<file path="config.mk">
export PLATFORM = sky130hd
export DESIGN_NAME = pc_seq_unit
export DESIGN_NICKNAME = d
export VERILOG_FILES = /design/src/rtl/mips_pkg.sv /design/src/rtl/pc_seq_unit_next_sel.sv /design/src/rtl/pc_seq_unit.sv
export SDC_FILE = /design/constraint.sdc
export NUM_CORES = 1
export LEC_CHECK = 0
export CAP_MARGIN = 20
export CORE_AREA = 3 3 98 100
export CTS_BUF_LIST = sky130_fd_sc_hd__clkbuf_8
export CTS_CLUSTER_DIAMETER = 60
export DETAILED_ROUTE_END_ITERATION = 8
export DIE_AREA = 0 0 101 103
export PLACE_DENSITY_LB_ADDON = 0.08
export SYNTH_ARGS = -nofsm -noshare
export SYNTH_HDL_FRONTEND = slang
export SYNTH_SLANG_ARGS = --single-unit
</file>
<file path="constraint.sdc">
create_clock -name clk -period 1.91 [get_ports clk]
set_input_delay 0.382 -clock clk [delete_from_list [all_inputs] [get_ports clk]]
set_output_delay 0.382 -clock clk [all_outputs]
set_load 0.01 [all_outputs]
</file>
<file path="src/rtl/mips_pkg.sv">
// Shared MIPS32 fetch-stage types and default constants used by the PC sequencer.
package mips_pkg;

    typedef enum logic [1:0] {
        BOOT   = 2'd0,
        RUN    = 2'd1,
        BUBBLE = 2'd2,
        HALTED = 2'd3
    } pc_state_t;

    localparam logic [31:0] PC_RESET_VEC = 32'h0040_0000;
    localparam logic [31:0] PC_EXC_VEC   = 32'h8000_0180;
    localparam int          PC_INC       = 4;

endpackage

</file>
<file path="src/rtl/pc_seq_unit_next_sel.sv">
// pc_next_sel: combinational priority mux choosing next PC, next state and misalign.
// Exception/eret paths are present only when PC_EPC_EN is defined.
module pc_next_sel
    import mips_pkg::*;
#(
    parameter int ADDR_W = 32
`ifdef PC_EPC_EN
    , parameter logic [ADDR_W-1:0] EXC_PC = '0
`endif
) (
    input  pc_state_t         state,
    input  logic [ADDR_W-1:0] pc,
    input  logic [ADDR_W-1:0] pc_seq,
    input  logic              stall,
    input  logic              halt,
    input  logic              redirect_valid,
    input  logic [ADDR_W-1:0] redirect_pc,
    input  logic              fetch_ready,
`ifdef PC_EPC_EN
    input  logic              exc_req,
    input  logic              eret,
    input  logic [ADDR_W-1:0] epc,
    output logic              epc_load,
`endif
    output logic [ADDR_W-1:0] pc_nxt,
    output pc_state_t         state_nxt,
    output logic              misalign_nxt
);

    always_comb begin
        pc_nxt       = pc;
        state_nxt    = state;
        misalign_nxt = 1'b0;
`ifdef PC_EPC_EN
        epc_load     = 1'b0;
`endif
        // BOOT ignores every event and always spends exactly one cycle
        if (state == BOOT) begin
            state_nxt = RUN;
        end
`ifdef PC_EPC_EN
        else if (exc_req) begin
            pc_nxt    = EXC_PC;
            state_nxt = BUBBLE;
            epc_load  = 1'b1;
        end
`endif
        else if (redirect_valid) begin
            pc_nxt       = {redirect_pc[ADDR_W-1:2], 2'b00};
            state_nxt    = BUBBLE;
            misalign_nxt = |redirect_pc[1:0];
        end
`ifdef PC_EPC_EN
        else if (eret && (state != HALTED)) begin
            pc_nxt    = epc;
            state_nxt = BUBBLE;
        end
`endif
        else if (halt) begin
            state_nxt = HALTED;
        end
        else if (!stall) begin
            if (state == BUBBLE) begin
                state_nxt = RUN;
            end else if ((state == RUN) && fetch_ready) begin
                pc_nxt = pc_seq;
            end
        end
    end

endmodule

</file>
<file path="src/rtl/pc_seq_unit.sv">
// pc_seq_unit: MIPS32 fetch PC sequencer with handshake, stall, halt and redirect bubble.
// Define PC_EPC_EN to add the exception PC register with exc_req/eret/epc ports.
module pc_seq_unit
    import mips_pkg::*;
#(
    parameter int          ADDR_W    = 32,
    parameter logic [31:0] RESET_VEC = PC_RESET_VEC,
`ifdef PC_EPC_EN
    parameter logic [31:0] EXC_VEC   = PC_EXC_VEC,
`endif
    parameter int          INC       = PC_INC
) (
    input  logic              clk,
    input  logic              rst,
    input  logic              stall,
    input  logic              halt,
    input  logic              redirect_valid,
    input  logic [ADDR_W-1:0] redirect_pc,
    input  logic              fetch_ready,
`ifdef PC_EPC_EN
    input  logic              exc_req,
    input  logic              eret,
    output logic [ADDR_W-1:0] epc,
`endif
    output logic [ADDR_W-1:0] pc,
    output logic              pc_valid,
    output logic [ADDR_W-1:0] pc_next_seq,
    output logic              misalign
);

    localparam logic [ADDR_W-1:0] RESET_PC = ADDR_W'(RESET_VEC);
    localparam logic [ADDR_W-1:0] INC_W    = ADDR_W'(INC);

    pc_state_t         state_q;
    pc_state_t         state_nxt;
    logic [ADDR_W-1:0] pc_q;
    logic [ADDR_W-1:0] pc_nxt;
    logic              misalign_q;
    logic              misalign_nxt;
`ifdef PC_EPC_EN
    logic [ADDR_W-1:0] epc_q;
    logic              epc_load;
`endif

    // Sequential increment wraps naturally modulo 2^ADDR_W
    assign pc_next_seq = pc_q + INC_W;
    assign pc_valid    = (state_q == RUN);
    assign pc          = pc_q;
    assign misalign    = misalign_q;

    pc_next_sel #(
        .ADDR_W (ADDR_W)
`ifdef PC_EPC_EN
        , .EXC_PC (ADDR_W'(EXC_VEC))
`endif
    ) u_next_sel (
        .state          (state_q),
        .pc             (pc_q),
        .pc_seq         (pc_next_seq),
        .stall          (stall),
        .halt           (halt),
        .redirect_valid (redirect_valid),
        .redirect_pc    (redirect_pc),
        .fetch_ready    (fetch_ready),
`ifdef PC_EPC_EN
        .exc_req        (exc_req),
        .eret           (eret),
        .epc            (epc_q),
        .epc_load       (epc_load),
`endif
        .pc_nxt         (pc_nxt),
        .state_nxt      (state_nxt),
        .misalign_nxt   (misalign_nxt)
    );

    always_ff @(posedge clk or posedge rst) begin
        if (rst) begin
            pc_q       <= RESET_PC;
            state_q    <= BOOT;
            misalign_q <= 1'b0;
        end else begin
            pc_q       <= pc_nxt;
            state_q    <= state_nxt;
            misalign_q <= misalign_nxt;
        end
    end

`ifdef PC_EPC_EN
    always_ff @(posedge clk or posedge rst) begin
        if (rst) begin
            epc_q <= '0;
        end else if (epc_load) begin
            epc_q <= pc_q;
        end
    end

    assign epc = epc_q;
`endif

endmodule

</file>
==> flow_summary.toml <==
[status]
outcome = "finished with violations"
violated_checks = "setup timing"

[synthesis]
postSynth.topFlopCell = "dfrtp_1"
yosys.cell_types.count = 50
postSynth.asyncResetShare = 1.00
post_synthesis_compound_gate_area_fraction = 0.193
netlist_top_cells_count = "dfrtp_1 (32), nand3_1 (30), nor2_1 (21)"
main_combinational_cell_family_by_area_after_synthesis = "simple AND/OR/NAND/NOR gates"
ys_seq_area_frac = 0.304
ys_ff_latch = 33
synthMuxAreaShare = 0.0299
yosys.area.top_type_share = 0.294
synth_edf_count = 0
yosys.area_share.xor_xnor = 0.0901
synthMostInstantiatedCell = "dfrtp_1"
synthSimpleGateAreaFrac = 0.296
ys_top_cells_by_area = "dfrtp_1 (29%), xnor2_1 (5.8%), nand3_1 (5.5%), nor4_1 (3.9%), and3_1 (3.7%)"
netlist.top_cell.by_area = "dfrtp_1"
post_synth_inst_count = 339
synth-warning-count = 0
post_synthesis_adder_cell_area_fraction = 0.00460
postSynthAreaPerCell_sq_um = 8.03
synthesis.area_sq_um = 2720

[timing]
timing.final.max_slew_violations = 0
clock_skew_ns = 0.00903
setup_tns_ns = -6.95
finalSetupViolCount = 25
min_period_ns = 2.37
rsz0062_at_grt = "true"
timing.final.crit_share = 1.24
endpoints_failing_hold = 0
maxClockFrequency_mhz = 422
finalWorstSetupSlack_ns = -0.462

[die]
chipWidth_microns = 101
floorplan.rows = 34
fp.dieArea_sq_um = 10400
ios = 104
placeableCoreArea_sq_um = 8760
starting_density_of_the_core = 0.311
vertical_extent_of_the_die_microns = 103

[route]
drtIter0Drc = 176
drt_wl_total_microns = 11500
post_drt_wl_per_cell_microns = 17.2
drc = 0
antenna_violating_nets_post_route = 0
route.vias.total = 3547
routed_via_density = 5.30
detailedRoute.firstPassIterationCount = 4

[worst_setup_path]
worst_setup_path_end_kind = "output port"
category_of_the_most_critical_setup_path = "reg -> out"
cp_data_arrival_time_ns = 1.99
timing.critical_path.from_type = "flip-flop"
cp.required_ns = 1.53
critPathMaxFanout = 3

[clock_tree]
clock_tree.htree_level_count = 2
clock_path_buffers = 2
tritoncts_num_sinks = 33
clock_insertion_delay_worst_skew_ns = 0.30
cts-buffers-inserted = 5
cts.reportedPaths.clkPinSlew_ns = 0.08
tritoncts = "done"
ctsRootBufferMaster = "clkbuf_8"

[min_path]
path_class_of_the_lowest_slack_min_delay_path = "in -> async"

[final_layout]
insertedDiodeCount = 0
post-route-util = 0.604
nNetsFinal = 600
fillers = 792
fraction_of_final_layout_cells_with_drive_strength_greater_than_1 = 0.439
syn2layout_area_growth_pct = 94.3

[job]
max-cap-violations = 0

[placement]
detailedPlace.worstSlack_ns = -0.543
gp_congestion = 0.881
placement.io_buffers = 99
hpwl_microns = 8040

[global_routing]
wire_length_of_the_first_global_routing_pass_microns = 17900
grt-ovfl-total = 0
first_global_vias = 3428
antenna_found_initial = 0
grt_max_degree = 42
grt.total_usage = 0.218

[power]
power.leakage_nw = 2.35
report.power.total_mw = 3.65
worst_ir_drop_vdd_v = 0.000298
p_per_area_nw_per_um2 = 691
-- registers in the layout, indices dropped and copies added (netlist names) --
register / flops
pc: 30
state_q: 2
misalign: 1
-- routing by layer --
layer	vias to the layer above	routed length, microns	share of wire	GRT usage
li1	1694	-	-	-
met1	1712	4810	0.42	0.290
met2	133	5860	0.51	0.374
met3	8	741	0.064	0.0359
met4	0	87	0.0076	0.0429
met5	-	0	0	0
-- cell usage in the layout, fill, tap and decap left out, drive strengths merged, types with 4 or more instances in the layout --
cell           netlist  layout
a311o                5       5
dfrtp               32      32
dlygate4sd2          0       7
o311ai               5       5
o2bb2ai              5       5
buf                 14     175
or3                  5       5
and3                16      16
nor4                18      18
nand3               30      30
inv                 13      14
nor2                21      21
mux2i                7       7
a22oi                6       6
nand2               20      20
conb                 1       4
clkbuf              21       5
xnor2               18      18
clkdlybuf4s50        0      63
a21oi               16      16
nand4               16      16
o211ai               7       7
nor2b                4       4
xor2                10      10
and4                 5       5
nor3                 6       6
o21ai               18      18
-- kinds of logic (layout without fill, tap and decap cells) --
family                     Yosys count  in the layout
adders and majority gates            1              1
xor gates and xnor gates            28             28
other                                1              4
buffers and inverters               48            267
and+or+nand+nor                    146            146
AOI/OAI and AO/OA                   74             74
DFF                                 33             33
muxes                                8              8
-- critical path, cell delays in order (launching register included) --
cell	delay, ns
dfrtp_1	0.41
buf_4	0.14
nand2_2	0.05
or3_4	0.38
buf_4	0.15
buf_4	0.14
nor2_4	0.13
xnor2_2	0.13
buf_2	0.16
-- metrics by stage --
| stage | cells | hold WS [ns] | cell area, sq um |
|---|---|---|---|
| final | 669 | 0.503 | 5290 |
| after global routing | 669 | 0.590 | 5290 |
| after CTS | 655 | 0.517 | 5130 |
| after detailed placement | 619 | 0.576 | 4550 |
| after global placement | 619 | 0.562 | 4550 |
| after floorplan | 342 | 0.507 | 2840 |
-- area by class of cell --
type / instances / area [sq um] / share of cell area
inverters: 13 / 48.8 / 0.00923
clock inverters: 2 / 8.76 / 0.00166
clock buffers: 5 / 68.8 / 0.0130
well taps: 108 / 135 / 0.0256
multi-input cells: 261 / 2120 / 0.401
flip-flops and latches: 33 / 831 / 0.157
repair buffers: 247 / 2080 / 0.392
-- final timing paths --
kind | endpoint | cells past startpoint | startpoint | slack, ns
setup / recovery | pc_next_seq[17] | 8 | pc[9] | -0.46
hold / removal | pc[9] | 3 | rst | 0.50
setup reg to reg | pc[19] | 6 | pc[9] | 0.04
hold reg to reg | state_q[1] | 1 | state_q[0] | 0.58
max in group asynchronous | pc[20] | 3 | rst | 1.04
min in group clk | state_q[1] | 1 | state_q[0] | 0.58
-- report_power, final --
group	switching (mW)	leakage [nW]	total (mW)	internal (mW)
Clock	0.285	0.0452	0.528	0.243
Combinational	1.04	1.94	2.17	1.13
Sequential	0.123	0.372	0.955	0.832
-- repair_timing --
action	CTS	global route
endpoints found under the setup margin	55	47
pin swaps	42	35
hold buffers	0	0
buffers inserted	31	17
resized for setup	193	16
No activity file was read; power rests on OpenSTA's default activity.
